==> src/rtl/iserdes_bitslip_align_pkg.sv <==
// Shared types and defaults for the ISERDES word aligner.
package iserdes_align_pkg;

   typedef enum logic [2:0] {
      ST_IDLE   = 3'd0,
      ST_CHECK  = 3'd1,
      ST_SLIP   = 3'd2,
      ST_WAIT   = 3'd3,
      ST_LOCKED = 3'd4,
      ST_FAIL   = 3'd5
   } state_e;

   localparam logic [7:0]  TRAIN_PATTERN_DEF = 8'h5C;
   localparam int unsigned SLIP_CNT_W        = 4;

endpackage

==> src/rtl/iserdes_bitslip_align_if.sv <==
// Aligner <-> ISERDES/fabric signal bundle; master is the aligner side.
interface iserdes_bitslip_align_if
   import iserdes_align_pkg::*;
#(
   parameter int unsigned WIDTH = 8
);
   logic                  align_start;
   logic [WIDTH-1:0]      din;
   logic                  bitslip;
   logic                  aligned;
   logic                  align_fail;
   logic [SLIP_CNT_W-1:0] slip_count;
   logic [WIDTH-1:0]      dout;
   logic                  dout_valid;

   modport master (
      input  align_start, din,
      output bitslip, aligned, align_fail, slip_count, dout, dout_valid
   );

   modport slave (
      output align_start, din,
      input  bitslip, aligned, align_fail, slip_count, dout, dout_valid
   );
endinterface

==> src/rtl/iserdes_bitslip_align.sv <==
// ISERDES word aligner: slips the word boundary until TRAIN_PATTERN repeats MATCH_COUNT times.
// Define ISERDES_ALIGN_AUTORETRY_EN to leave FAIL after RETRY_DELAY cycles and search again.
module iserdes_bitslip_align
   import iserdes_align_pkg::*;
#(
   parameter int unsigned      WIDTH         = 8,
   parameter logic [WIDTH-1:0] TRAIN_PATTERN = WIDTH'(TRAIN_PATTERN_DEF),
   parameter int unsigned      MATCH_COUNT   = 16,
   parameter int unsigned      SLIP_WAIT     = 4,
   parameter int unsigned      RETRY_DELAY   = 1024
) (
   input  logic                             clk,
   input  logic                             rst_n,
   iserdes_bitslip_align_if.master          bus
);

   localparam int unsigned WAIT_W  = $clog2(SLIP_WAIT + 1);
   localparam int unsigned RETRY_W = $clog2(RETRY_DELAY + 1);

   state_e                state_q, state_d;
   logic [WIDTH-1:0]      din_q, din_d;
   logic [7:0]            match_cnt_q, match_cnt_d;
   logic [SLIP_CNT_W-1:0] slip_cnt_q, slip_cnt_d;
   logic [WAIT_W-1:0]     wait_cnt_q, wait_cnt_d;
   logic [RETRY_W-1:0]    retry_cnt_q, retry_cnt_d;
   logic                  bitslip_q, bitslip_d;
   logic                  aligned_q, aligned_d;
   logic                  align_fail_q, align_fail_d;
   logic [WIDTH-1:0]      dout_q, dout_d;
   logic                  dout_valid_q, dout_valid_d;

   always_comb begin
      state_d     = state_q;
      din_d       = bus.din;
      match_cnt_d = match_cnt_q;
      slip_cnt_d  = slip_cnt_q;
      wait_cnt_d  = wait_cnt_q;
      retry_cnt_d = retry_cnt_q;

      if (bus.align_start) begin
         state_d     = ST_CHECK;
         match_cnt_d = '0;
         slip_cnt_d  = '0;
         wait_cnt_d  = '0;
         retry_cnt_d = '0;
      end else begin
         case (state_q)
            ST_CHECK: begin
               if (din_q == TRAIN_PATTERN) begin
                  if (match_cnt_q + 8'd1 >= 8'(MATCH_COUNT)) begin
                     match_cnt_d = 8'(MATCH_COUNT);
                     state_d     = ST_LOCKED;
                  end else begin
                     match_cnt_d = match_cnt_q + 8'd1;
                  end
               end else begin
                  match_cnt_d = '0;
                  if (slip_cnt_q == SLIP_CNT_W'(WIDTH)) begin
                     state_d = ST_FAIL;
                  end else begin
                     // count on entry so slip_count rises with the bitslip pulse
                     state_d    = ST_SLIP;
                     slip_cnt_d = slip_cnt_q + 1'b1;
                  end
               end
            end
            ST_SLIP: begin
               state_d    = ST_WAIT;
               wait_cnt_d = '0;
            end
            ST_WAIT: begin
               if (wait_cnt_q == WAIT_W'(SLIP_WAIT - 1)) begin
                  state_d    = ST_CHECK;
                  wait_cnt_d = '0;
               end else begin
                  wait_cnt_d = wait_cnt_q + 1'b1;
               end
            end
            ST_FAIL: begin
`ifdef ISERDES_ALIGN_AUTORETRY_EN
               if (retry_cnt_q == RETRY_W'(RETRY_DELAY - 1)) begin
                  state_d     = ST_CHECK;
                  retry_cnt_d = '0;
                  match_cnt_d = '0;
                  slip_cnt_d  = '0;
               end else begin
                  retry_cnt_d = retry_cnt_q + 1'b1;
               end
`else
               retry_cnt_d = retry_cnt_q;
`endif
            end
            ST_IDLE, ST_LOCKED: ;
            default: state_d = ST_IDLE;
         endcase
      end

      // Moore outputs decoded from the next state so they line up with state_q
      bitslip_d    = (state_d == ST_SLIP);
      aligned_d    = (state_d == ST_LOCKED);
      align_fail_d = (state_d == ST_FAIL);
      dout_valid_d = (state_d == ST_LOCKED);
      dout_d       = (state_d == ST_LOCKED) ? din_q : '0;
   end

   always_ff @(posedge clk) begin
      if (!rst_n) begin
         state_q      <= ST_IDLE;
         din_q        <= '0;
         match_cnt_q  <= '0;
         slip_cnt_q   <= '0;
         wait_cnt_q   <= '0;
         retry_cnt_q  <= '0;
         bitslip_q    <= 1'b0;
         aligned_q    <= 1'b0;
         align_fail_q <= 1'b0;
         dout_q       <= '0;
         dout_valid_q <= 1'b0;
      end else begin
         state_q      <= state_d;
         din_q        <= din_d;
         match_cnt_q  <= match_cnt_d;
         slip_cnt_q   <= slip_cnt_d;
         wait_cnt_q   <= wait_cnt_d;
         retry_cnt_q  <= retry_cnt_d;
         bitslip_q    <= bitslip_d;
         aligned_q    <= aligned_d;
         align_fail_q <= align_fail_d;
         dout_q       <= dout_d;
         dout_valid_q <= dout_valid_d;
      end
   end

   assign bus.bitslip    = bitslip_q;
   assign bus.aligned    = aligned_q;
   assign bus.align_fail = align_fail_q;
   assign bus.slip_count = slip_cnt_q;
   assign bus.dout       = dout_q;
   assign bus.dout_valid = dout_valid_q;

endmodule

==> src/flat_wrapper.sv <==
// flat-port wrapper written by rule: the top's interface ports become plain ports
module iserdes_bitslip_align_flat import iserdes_align_pkg::*;
#(
   parameter int unsigned      WIDTH         = 8,
   parameter logic [WIDTH-1:0] TRAIN_PATTERN = WIDTH'(TRAIN_PATTERN_DEF),
   parameter int unsigned      MATCH_COUNT   = 16,
   parameter int unsigned      SLIP_WAIT     = 4,
   parameter int unsigned      RETRY_DELAY   = 1024
)
  (clk, rst_n, bus_align_start, bus_din, bus_bitslip, bus_aligned, bus_align_fail, bus_slip_count, bus_dout, bus_dout_valid);
  iserdes_bitslip_align_if #(.WIDTH(WIDTH)) bus_i ();
  input  logic clk;
  input  logic rst_n;
  input wire logic [$bits(bus_i.align_start)-1:0] bus_align_start;
  input wire logic [$bits(bus_i.din)-1:0] bus_din;
  output wire logic [$bits(bus_i.bitslip)-1:0] bus_bitslip;
  output wire logic [$bits(bus_i.aligned)-1:0] bus_aligned;
  output wire logic [$bits(bus_i.align_fail)-1:0] bus_align_fail;
  output wire logic [$bits(bus_i.slip_count)-1:0] bus_slip_count;
  output wire logic [$bits(bus_i.dout)-1:0] bus_dout;
  output wire logic [$bits(bus_i.dout_valid)-1:0] bus_dout_valid;
  assign bus_i.align_start = bus_align_start;
  assign bus_i.din = bus_din;
  assign bus_bitslip = bus_i.bitslip;
  assign bus_aligned = bus_i.aligned;
  assign bus_align_fail = bus_i.align_fail;
  assign bus_slip_count = bus_i.slip_count;
  assign bus_dout = bus_i.dout;
  assign bus_dout_valid = bus_i.dout_valid;
  iserdes_bitslip_align #(.WIDTH(WIDTH), .TRAIN_PATTERN(TRAIN_PATTERN), .MATCH_COUNT(MATCH_COUNT), .SLIP_WAIT(SLIP_WAIT), .RETRY_DELAY(RETRY_DELAY)) u_core (.clk(clk), .rst_n(rst_n), .bus(bus_i));
endmodule
==> config.mk <==
export PLATFORM = sky130hd
export DESIGN_NAME = iserdes_bitslip_align_flat
export DESIGN_NICKNAME = d
export VERILOG_FILES = /design/src/rtl/iserdes_bitslip_align_pkg.sv /design/src/rtl/iserdes_bitslip_align_if.sv /design/src/rtl/iserdes_bitslip_align.sv /design/src/flat_wrapper.sv
export SDC_FILE = /design/constraint.sdc
export NUM_CORES = 1
export LEC_CHECK = 0
export ABC_AREA = 1
export BUFFER_PORTS_ARGS = -buffer_cell sky130_fd_sc_hd__buf_2
export CAP_MARGIN = 20
export CELL_PAD_IN_SITES_DETAIL_PLACEMENT = 2
export CELL_PAD_IN_SITES_GLOBAL_PLACEMENT = 2
export CORE_MARGIN = 5
export CORE_UTILIZATION = 33
export DETAILED_ROUTE_END_ITERATION = 12
export GPL_ROUTABILITY_DRIVEN = 0
export GPL_TIMING_DRIVEN = 0
export PLACE_DENSITY = 0.92
export SLEW_MARGIN = 25
export SYNTH_ARGS = -nofsm -noshare
export SYNTH_HDL_FRONTEND = slang
export SYNTH_SLANG_ARGS = --single-unit
==> constraint.sdc <==
create_clock -name clk -period 2.1 [get_ports clk]
set_input_delay 0.42 -clock clk [delete_from_list [all_inputs] [get_ports clk]]
set_output_delay 0.42 -clock clk [all_outputs]
set_load 0.01 [all_outputs]
# Word level (Yosys, flattened, before mapping)
# Index checks and enable logic that the tools add are counted.
op_classes:
  bitwise: 3
  n_eq_ne: 11
  order_cmp: 1
  reduce_logical: 6
  add_sub_neg: 3
  muxes: 10
ops:
  columns: ["operator", "n"]
  rows:
  - ["2-to-1 mux 3 bit", 6]
  - ["2-to-1 mux 8 bit", 2]
  - ["== test 3 x 2 -> 1 bit (second input constant)", 4]
  - ["== test 3 bit (second input constant)", 4]
  - ["case mux 3 bit (4 select lines)", 1]
  - ["adder 8 x 1 -> 8 bit (second input constant)", 1]
  - ["== test 8 x 7 -> 1 bit (second input constant)", 1]
  - ["greater-or-equal comparator 8 x 5 -> 1 bit (second input constant)", 1]
  - ["case mux 3 bit (2 select lines)", 1]
  - ["adder 4 x 1 -> 4 bit (second input constant)", 1]
  - ["== test 4 bit (second input constant)", 1]
  - ["adder 3 x 1 -> 3 bit (second input constant)", 1]
  - ["== test 3 x 1 -> 1 bit (second input constant)", 1]
  - ["logical NOT 3 bit", 1]
  - ["inverter 1 bit", 3]
  - ["AND reduction 3 bit", 1]
  - ["OR reduction 3 bit", 1]
  - ["AND reduction 2 bit", 1]
  - ["nonzero test 2 bit", 1]
  - ["OR reduction 2 bit", 1]
totals:
  ff_bits: 37
  elab_cells: 43
  output_inout_bits: 16
  in_bits: 11

# Longest topological paths before layout
# Gate-level depths: netlist (run 1).
logic_depth:
  ltp_word: 8
  mapped_depth: 11
  ltp_nobuf: 11

# Worst setup path after synthesis (run 1)
# No wires, ideal clock.
synth_path:
  kind: "register to register"
  start: "register u_core.slip_cnt_q[0], in the netlist u_core.bus.slip_count[0]"
  end: "register u_core.dout_q[0], in the netlist u_core.bus.dout[0]"
  synth_period_minus_slack_ns: 1.474
  arrival_ns: 1.410
  stages_incl_launch_ff: 10
  t_required_ns: 2.035
  slack_ns: 0.626
  setup_ns: 0.065
  path_cell_list: "dfxtp_1 inv_1 ha_1 nand3_1 inv_1 a21oi_1 nand2_1 a21oi_4 nand2_4 nor2_1"
synth_between:
  elab_chain_len: 7
synth_rtl:
  columns: ["element", "line", "text"]
  rows:
  - ["start, declared", "iserdes_bitslip_align.sv:23", "logic [SLIP_CNT_W-1:0] slip_cnt_q, slip_cnt_d;"]
  - ["start signal, assigned", "iserdes_bitslip_align.sv:123", "slip_cnt_q <= slip_cnt_d;"]
  - ["== test 4 bit", "iserdes_bitslip_align.sv:58", "if (slip_cnt_q == SLIP_CNT_W'(WIDTH)) begin"]
  - ["2-to-1 mux 3 bit", "iserdes_bitslip_align.sv:58", null]
  - ["2-to-1 mux 3 bit", "iserdes_bitslip_align.sv:49", "if (din_q == TRAIN_PATTERN) begin"]
  - ["case mux 3 bit (4 select lines)", "iserdes_bitslip_align.sv:47", "case (state_q)"]
  - ["2-to-1 mux 3 bit", "iserdes_bitslip_align.sv:40", "if (bus.align_start) begin"]
  - ["== test 3 bit", "iserdes_bitslip_align.sv:103", "dout_d = (state_d == ST_LOCKED) ? din_q : '0;"]
  - ["AND reduction 2 bit (no line)", null, null]
  - ["end signal, assigned", "iserdes_bitslip_align.sv:129", "dout_q <= dout_d;"]
  - ["end, declared", "iserdes_bitslip_align.sv:29", "logic [WIDTH-1:0] dout_q, dout_d;"]
# Every way passes these cells.
# A chain may end at the register's enable or synchronous reset.

# Worst setup path after layout (run 1)
layout_path:
  start: "register u_core.match_cnt_q[1]"
  end: "register u_core.match_cnt_q[3]"
layout_between:
  elab_chain_len: 4
layout_rtl:
  columns: ["element", "line", "text"]
  rows:
  - ["start, declared", "iserdes_bitslip_align.sv:22", "logic [7:0] match_cnt_q, match_cnt_d;"]
  - ["start signal, assigned", "iserdes_bitslip_align.sv:122", "match_cnt_q <= match_cnt_d;"]
  - ["adder 8 x 1 -> 8 bit *", "iserdes_bitslip_align.sv:50, iserdes_bitslip_align.sv:54", null]
  - ["greater-or-equal comparator 8 x 5 -> 1 bit", "iserdes_bitslip_align.sv:50", "if (match_cnt_q + 8'd1 >= 8'(MATCH_COUNT)) begin"]
  - ["2-to-1 mux 8 bit *", "iserdes_bitslip_align.sv:50", null]
  - ["2-to-1 mux 8 bit *", "iserdes_bitslip_align.sv:49", null]
# Mark *: on every way between the ends. The rest lies on a longest branch, timed or not.

==> results of run 1 <==
## layout by cell type, fill, tap and decap left out, types with 2 or more instances in the layout
master / n
ha_1: 4
nor3_1: 3
inv_1: 40
nand3_1: 13
clkbuf_1: 3
nand2_1: 43
nor2_1: 24
dfxtp_1: 37
buf_2: 26
clkbuf_8: 5
o21ai_0: 3
nor2_4: 2
a211oi_1: 2
a21oi_1: 12
inv_2: 2
nand4_1: 2
## cell type report
type | count | share of cell area (%)
flip-flops and latches | 37 | 41.60
multi-input cells | 119 | 33.66
inverters | 42 | 8.855
repair buffers | 25 | 7.027
clock buffers | 8 | 4.498
well taps | 52 | 3.654
plain buffers | 2 | 0.7027
## power by group
| part | leakage (nW) | switching, mW | internal (mW) |
|---|---|---|---|
| clock | 0.0395 | 0.232 | 0.236 |
| combinational | 0.571 | 0.0539 | 0.0245 |
| sequential | 0.301 | 0.00798 | 0.715 |
## path summary, 6_finish.rpt
path                                       from                            endpoint  slack [ps]  depth (start not counted)
min                                  bus_din[6]          u_core.din_q[6]$_SDFF_PN0_         320                          3
max reg2reg  u_core.match_cnt_q[1]$_SDFFE_PP0P_  u_core.match_cnt_q[3]$_SDFFE_PP0P_         330                          9
max          u_core.match_cnt_q[1]$_SDFFE_PP0P_  u_core.match_cnt_q[3]$_SDFFE_PP0P_         330                          9
min reg2reg          u_core.din_q[6]$_SDFF_PN0_       u_core.bus.dout[6]$_SDFF_PN0_         440                          2
## sequential cells by signal, summed over array words and instances (netlist names)
| name | count |
|---|---|
| u_core.wait_cnt_q | 3 |
| u_core.state_q | 3 |
| u_core.match_cnt_q | 8 |
| u_core.bus.align_fail | 1 |
| u_core.bus.dout | 8 |
| u_core.bus.aligned | 1 |
| u_core.bus.bitslip | 1 |
| u_core.bus.slip_count | 4 |
| u_core.din_q | 8 |
## per-layer routing
layer / global-route usage [%] / vias up / share of wire, %
met4: 5.155 / 0 / 1.6
met1: 16.79 / 638 / 42
met5: 0 / - / 0
li1: - / 677 / -
met2: 27.55 / 22 / 54
met3: 2.778 / 6 / 2.8
## worst register-to-register path, delay by kind of cell (launching register included)
kind	cells	cell delay, ps
compound gates	1	140
fa+ha+maj	1	220
simple gates	6	860
buf+inv	1	50
flops	1	410
## logic make-up (layout without fill, tap and decap cells)
group,count (synthesis),after routing,share of synthesized area (%)
flip-flops,37,37,49.05
AND/OR/NAND/NOR,92,92,26.76
XOR/XNOR,1,1,0.5801
adder cells (fa/ha/maj),4,4,3.314
buffers and inverters,44,77,11.27
AO/OA/AOI/OAI,22,22,9.031
## cell usage after synthesis (2+ instances only)
cell       n  area share (%)
nor3_1     3            0.99
a211oi_1   2            0.99
nand4_1    2            0.83
ha_1       4             3.3
nand3_1   13             4.3
inv_1     40             9.9
nor2_4     2             1.5
nand2_1   43              11
o21ai_0    3            0.99
inv_2      2            0.50
dfxtp_1   37              49
a21oi_1   12             4.0
nor2_1    24             6.0
## per-stage QoR
step	util, %	hold WS, ps	setup WS [ps]	cell area [um^2]
floorplan	-	408.4	625.8	1510
global placement	38.78	418.7	255.4	1700
detailed placement	38.78	426.8	177.1	1700
CTS	40.61	314.0	336.9	1780
global route	40.61	332.7	163.2	1780
finish	40.61	321.1	326.5	1780
==> impl_results.md, run 1 <==
- Setup violations, final: 0
- Pwr Total: 1.269 mW
- Crit end category: flop
- Die area: 0.006030 mm^2
- FF/Latch Area: 740.7 um^2
- Initial cell density of the core: 34.45%
- CP arrival: 1970 ps
- Initial antenna violation count: 0
- Sum of buffers and inverters on the critical path: 1
- Sequential-to-total area share from yosys stat: 49.05%
- Slew @ Worst Pin: 628.4 ps
- Non-filler cells, final: 285
- # IOs: 27
- Later-pin clock latency in the skew report: 280 ps
- Worst EP required: 2300 ps
- Yosys warning count: 0
- Share of post-route cells with drive strength above 1: 17.60%
- Crit-path max cell delay: 410 ps
- Post-route ant nets: 0
- Placed cells: 277
- CTS H-Tree Depth: 2
- Hold_buf cts: 0
- DPL Wire Length: 3260 um
- Core area: 0.004384 mm^2
- Via count: 1,343
- Number of global-route vias before repair: 1,568
- Chip Width: 77.65 um
- Cell Area, Synth: 0.001510 mm^2
- CTS buffer count: 5
- Synth Instances: 200
- Filler cells: 522
- Worst hold path class: in2reg
- Post-synth EDFFs: 0
- Top Family by Delay on Critical Path: simple AND/OR/NAND/NOR gates
- GRT Util Overall: 14.87%
- CTS resizes: 0
- Primary FF master, synth: dfxtp_1
- Final Slew Violations: 0
- Antenna cells: 0
- Setup Skew: 2.752 ps
- Endpoints failing hold: 0
- Critical path startpoint category: flop
- Fmax: 563.9 MHz
- Ys async rst share: 0%
- Routed wire length: 4195 um
- Clock transition at path regs: 70 ps
- Area growth from synthesis to final layout: 17.90%
- Largest net degree at the start of global routing: 11
- Status: completed
- Crit Path Max Fanout: 4
- Crit path cell chain: ha_1, nand3_1, nand2_1, inv_1, nor2_1, nand3_1, nor2_1, o21ai_1, nor3b_1
- Netlist cell types: 26
- Area of the multi-input gates: 599.3 um^2
- Row count: 24
- Synthesized net count: 215
- Longest Clk Path Bufs: 2
- Setup bufs post-CTS: 0
- Wire length per cell: 14.72 um
- TritonCTS clock tree: yes
- Detailed-router iteration count before antenna repair: 4
- Period utilization: 84.45%
- Root Buffer: clkbuf_8
- Final net count: 247
- First-pass GRT wire length: 7272 um
- Critical-path cell with the highest stage delay: dfxtp_1
- Mean Syn Cell Area: 7.551 um^2
- MaxCap Viol Count: 0
- Slew headroom: 57.95%
- Clock sinks: 37
- Shortest period the worst path allows: 1774 ps
- Post-route setup TNS: 0 ps
- # port buffers: 25
- VDD IR max: 0.4208 mV
- Die height: 77.65 um
- # DRC: 0
- Grt ovf: 0
- Leak: 0.9112 nW
- Via-to-Cell Ratio: 4.712
- Power Dens Cells: 712.8 mW/mm^2
- RSZ-0062 raised after global routing: false
- WS Path Type: reg2reg
- Initial drt markers: 64
- Yosys reg bits: 37
Note: power is estimated with default switching activity, not from simulation.
==> run 2, diff against run 1 <==
- ABC_AREA: 1 -> 0
- PLACE_DENSITY: 0.92 -> 0.86
- clock period: 2.1 -> 1.64 ns (I/O delays scaled with it)
==> impl_results.md, run 2 <==
- Post-synth EDFFs: 0 (unchanged)
- Crit end category: flop
- Final Slew Violations: 0 (unchanged)
- Via-to-Cell Ratio: 5.208 (+11%)
- DPL Wire Length: 3252 um (-0.26%)
- Pwr Total: 1.820 mW (+43%)
- Setup Skew: 9.563 ps (+6.811 ps)
- Largest net degree at the start of global routing: 12 (+1)
- Ys async rst share: 0% (unchanged)
- # port buffers: 26 (+4.0%)
- Initial antenna violation count: 0 (unchanged)
- MaxCap Viol Count: 0 (unchanged)
- Grt ovf: 0 (unchanged)
- Met3 GRT Util: 5.903% (+3.1 points)
- Placed cells: 232 (-16%)
- Longest Clk Path Bufs: 2 (unchanged)
- Routing usage on met2: 33.47% (+5.9 points)
- Critical-path cell with the highest stage delay: dfxtp_1
- Leak: 0.8803 nW (-3.4%)
- Met1 Use GR: 19.06% (+2.3 points)
- Endpoints failing hold: 0 (unchanged)
- Detailed-router iteration count before antenna repair: 4 (unchanged)
- Hold WS: 232.9 ps (-88.16 ps)
- Final net count: 223 (-9.7%)
- Clock transition at path regs: 80 ps (about the same)
- Root Buffer: clkbuf_8
- Primary FF master, synth: dfxtp_1
- Slew headroom: 56.65% (-1.3 points)
- Share of post-route cells with drive strength above 1: 50.48% (+33 points)
- Crit-path max cell delay: 420 ps (about the same)
- Sequential-to-total area share from yosys stat: 49.13% (+0.081 points)
- Setup violations, final: 17 (+17)
- Area growth from synthesis to final layout: 46.89%
- Final core occ: 50.51% (+9.9 points)
- Crit path cell chain: xnor2_1, nand4_1, buf_4, a2111oi_4, buf_6, nor3_4, and2_1
- Shortest period the worst path allows: 1805 ps (+31.63 ps)
- Initial cell density of the core: 34.39% (-0.057 points)
- Final worst slack: -165.1 ps (-491.6 ps)
- Commonest non-fill, non-tap cells in the layout: buf_2, dfxtp_1, buf_4, and2_1, nor2_1
- Status: finished, violations left
- Netlist cell types: 36 (+38%)
- Period utilization: 110.1% (+26 points)
- First-pass GRT wire length: 8369 um (+15%)
- Critical path startpoint category: flop
- Non-filler cells, final: 260 (-8.8%)
- CTS buffer count: 5 (unchanged)
- TritonCTS clock tree: yes
- Cell Area, Synth: 0.001508 mm^2 (-0.17%)
- CTS H-Tree Depth: 2 (unchanged)
- Number of global-route vias before repair: 1,575 (+0.45%)
- # IOs: 27 (unchanged)
- Antenna cells: 0 (unchanged)
- Slew @ Worst Pin: 650.3 ps (+21.85 ps)
- VDD IR max: 0.6205 mV (+47%)
- CP arrival: 1990 ps (+20 ps)
- Row count: 24 (unchanged)
- Power Dens Cells: 821.8 mW/mm^2 (+15%)
- Worst hold path class: in2reg
- GRT Util Overall: 18.59% (+3.7 points)
- Clock sinks: 37 (unchanged)
- Yosys warning count: 0 (unchanged)
- Via count: 1,354 (+0.82%)
- Most instantiated cells after synthesis: dfxtp_1, and2_1, a21oi_1
- Top post-synthesis cells by area: dfxtp_1, and2_1, a21oi_1
- # DRC: 0 (unchanged)
- Core area: 0.004384 mm^2 (unchanged)
- Worst EP required: 1830 ps (-470 ps)
- Later-pin clock latency in the skew report: 300 ps (+20 ps)
- Chip Width: 77.59 um (about the same)
- Most area-hungry cell type in the Yosys netlist: dfxtp_1
- Yosys reg bits: 37 (unchanged)
- Crit Path Max Fanout: 5 (+1)
- Layer with the highest usage: met2
- Violated checks: setup timing
- Synth Instances: 154 (-23%)
- Filler cells: 459 (-12%)
- Routed wire length: 5802 um (+38%)
- Most frequent cell after synthesis: dfxtp_1
- Mean Syn Cell Area: 9.790 um^2 (+30%)
- WS Path Type: reg2reg
- Initial drt markers: 56 (-13%)
- Die area: 0.006020 mm^2 (-0.15%)
- Fmax: 554.0 MHz (-1.8%)
- Synthesized net count: 169 (-21%)
- Post-route ant nets: 0 (unchanged)
- Wire length per cell: 22.32 um (+52%)
- RSZ-0062 raised after global routing: true
- Die height: 77.59 um (about the same)
- Top cell type's share of synthesized area: 49.13% (+0.081 points)
==> run 2: cell types whose count changed after synthesis, sizes merged, moves of 3 or more <==
cell,before,now
inv,42,5
clkbuf,0,3
nand2b,0,3
xnor2,0,3
and3,1,6
nand2,45,11
and2,0,18
nor2b,0,4
nand3,13,4
nor2,27,10
==> run 2: timing repair <==
item / in CTS / in global routing
resized for setup: 36 / 24
hold buffers: 0 / 0
setup buffers: 15 / 5
endpoints found under the setup margin: 23 / 23
pin swaps: 20 / 12
cloned: 1 / 0
==> run 2: layout make-up <==
cell class | instances | area [um^2] | share of cell area, %
Timing Repair Buffer | 46 | 299.0 | 13.50
Multi-Input combinational cell | 109 | 937.1 | 42.32
Sequential cell | 37 | 772.0 | 34.86
Inverter | 5 | 18.77 | 0.8475
Clock buffer | 5 | 68.82 | 3.107
Tap cell | 52 | 65.06 | 2.938
Clock inverter | 2 | 35.03 | 1.582
Buffer | 4 | 18.77 | 0.8475
==> run 2: through the flow <==
stage / area (um^2) / setup WS (ps) / setup TNS [ps]
2_1_floorplan: 1530 / -10.54 / -10.54
3_3_place_gp: 1725 / -151.9 / -1732
3_5_place_dp: 1725 / -271.5 / -3844
4_1_cts: 2082 / -87.68 / -914.2
5_1_grt: 2215 / -175.5 / -2279
6_report: 2215 / -165.1 / -1711
==> run 2: where the power goes <==
part	total, mW	switching [mW]	internal, mW
Clock	0.791	0.349	0.442
Sequential	0.920	0.0172	0.903
Combinational	0.109	0.0593	0.0501
Total	1.82	0.425	1.40
==> run 2: worst max-delay path, delay by kind of cell (launching register included) <==
| kind | cells | cell delay, ps |
|---|---|---|
| flops | 1 | 420 |
| simple gates | 3 | 390 |
| compound gates | 1 | 350 |
| buf+inv | 2 | 360 |
| xor+xnor | 1 | 170 |
==> run 2: cell families (layout without fill, tap and decap cells) <==
kind of cell | Yosys count | in the layout | share of synthesized area (%)
and+or+nand+nor | 74 | 75 | 29.38
adders and majority gates | 4 | 4 | 3.320
buffers and inverters | 9 | 62 | 2.490
AOI/OAI and AO/OA | 25 | 25 | 12.78
DFF | 37 | 37 | 49.13
xor gates and xnor gates | 5 | 5 | 2.905
==> run 2: worst paths after layout <==
check	start	to	slack (ps)	depth (start not counted)
setup / recovery	u_core.match_cnt_q[7]$_SDFFE_PP0P_	u_core.bus.dout[1]$_SDFF_PN0_	-170	7
hold / removal	bus_din[0]	u_core.din_q[0]$_SDFF_PN0_	230	2
setup reg to reg	u_core.match_cnt_q[7]$_SDFFE_PP0P_	u_core.bus.dout[1]$_SDFF_PN0_	-170	7
hold reg to reg	u_core.wait_cnt_q[2]$_SDFFE_PP0P_	u_core.wait_cnt_q[2]$_SDFFE_PP0P_	500	1
==> run 2: routing by layer <==
metal	part of all wire, %	vias up
li1	-	637
met1	41	680
met2	55	24
met3	2.8	13
met4	2.1	0
met5	0	-
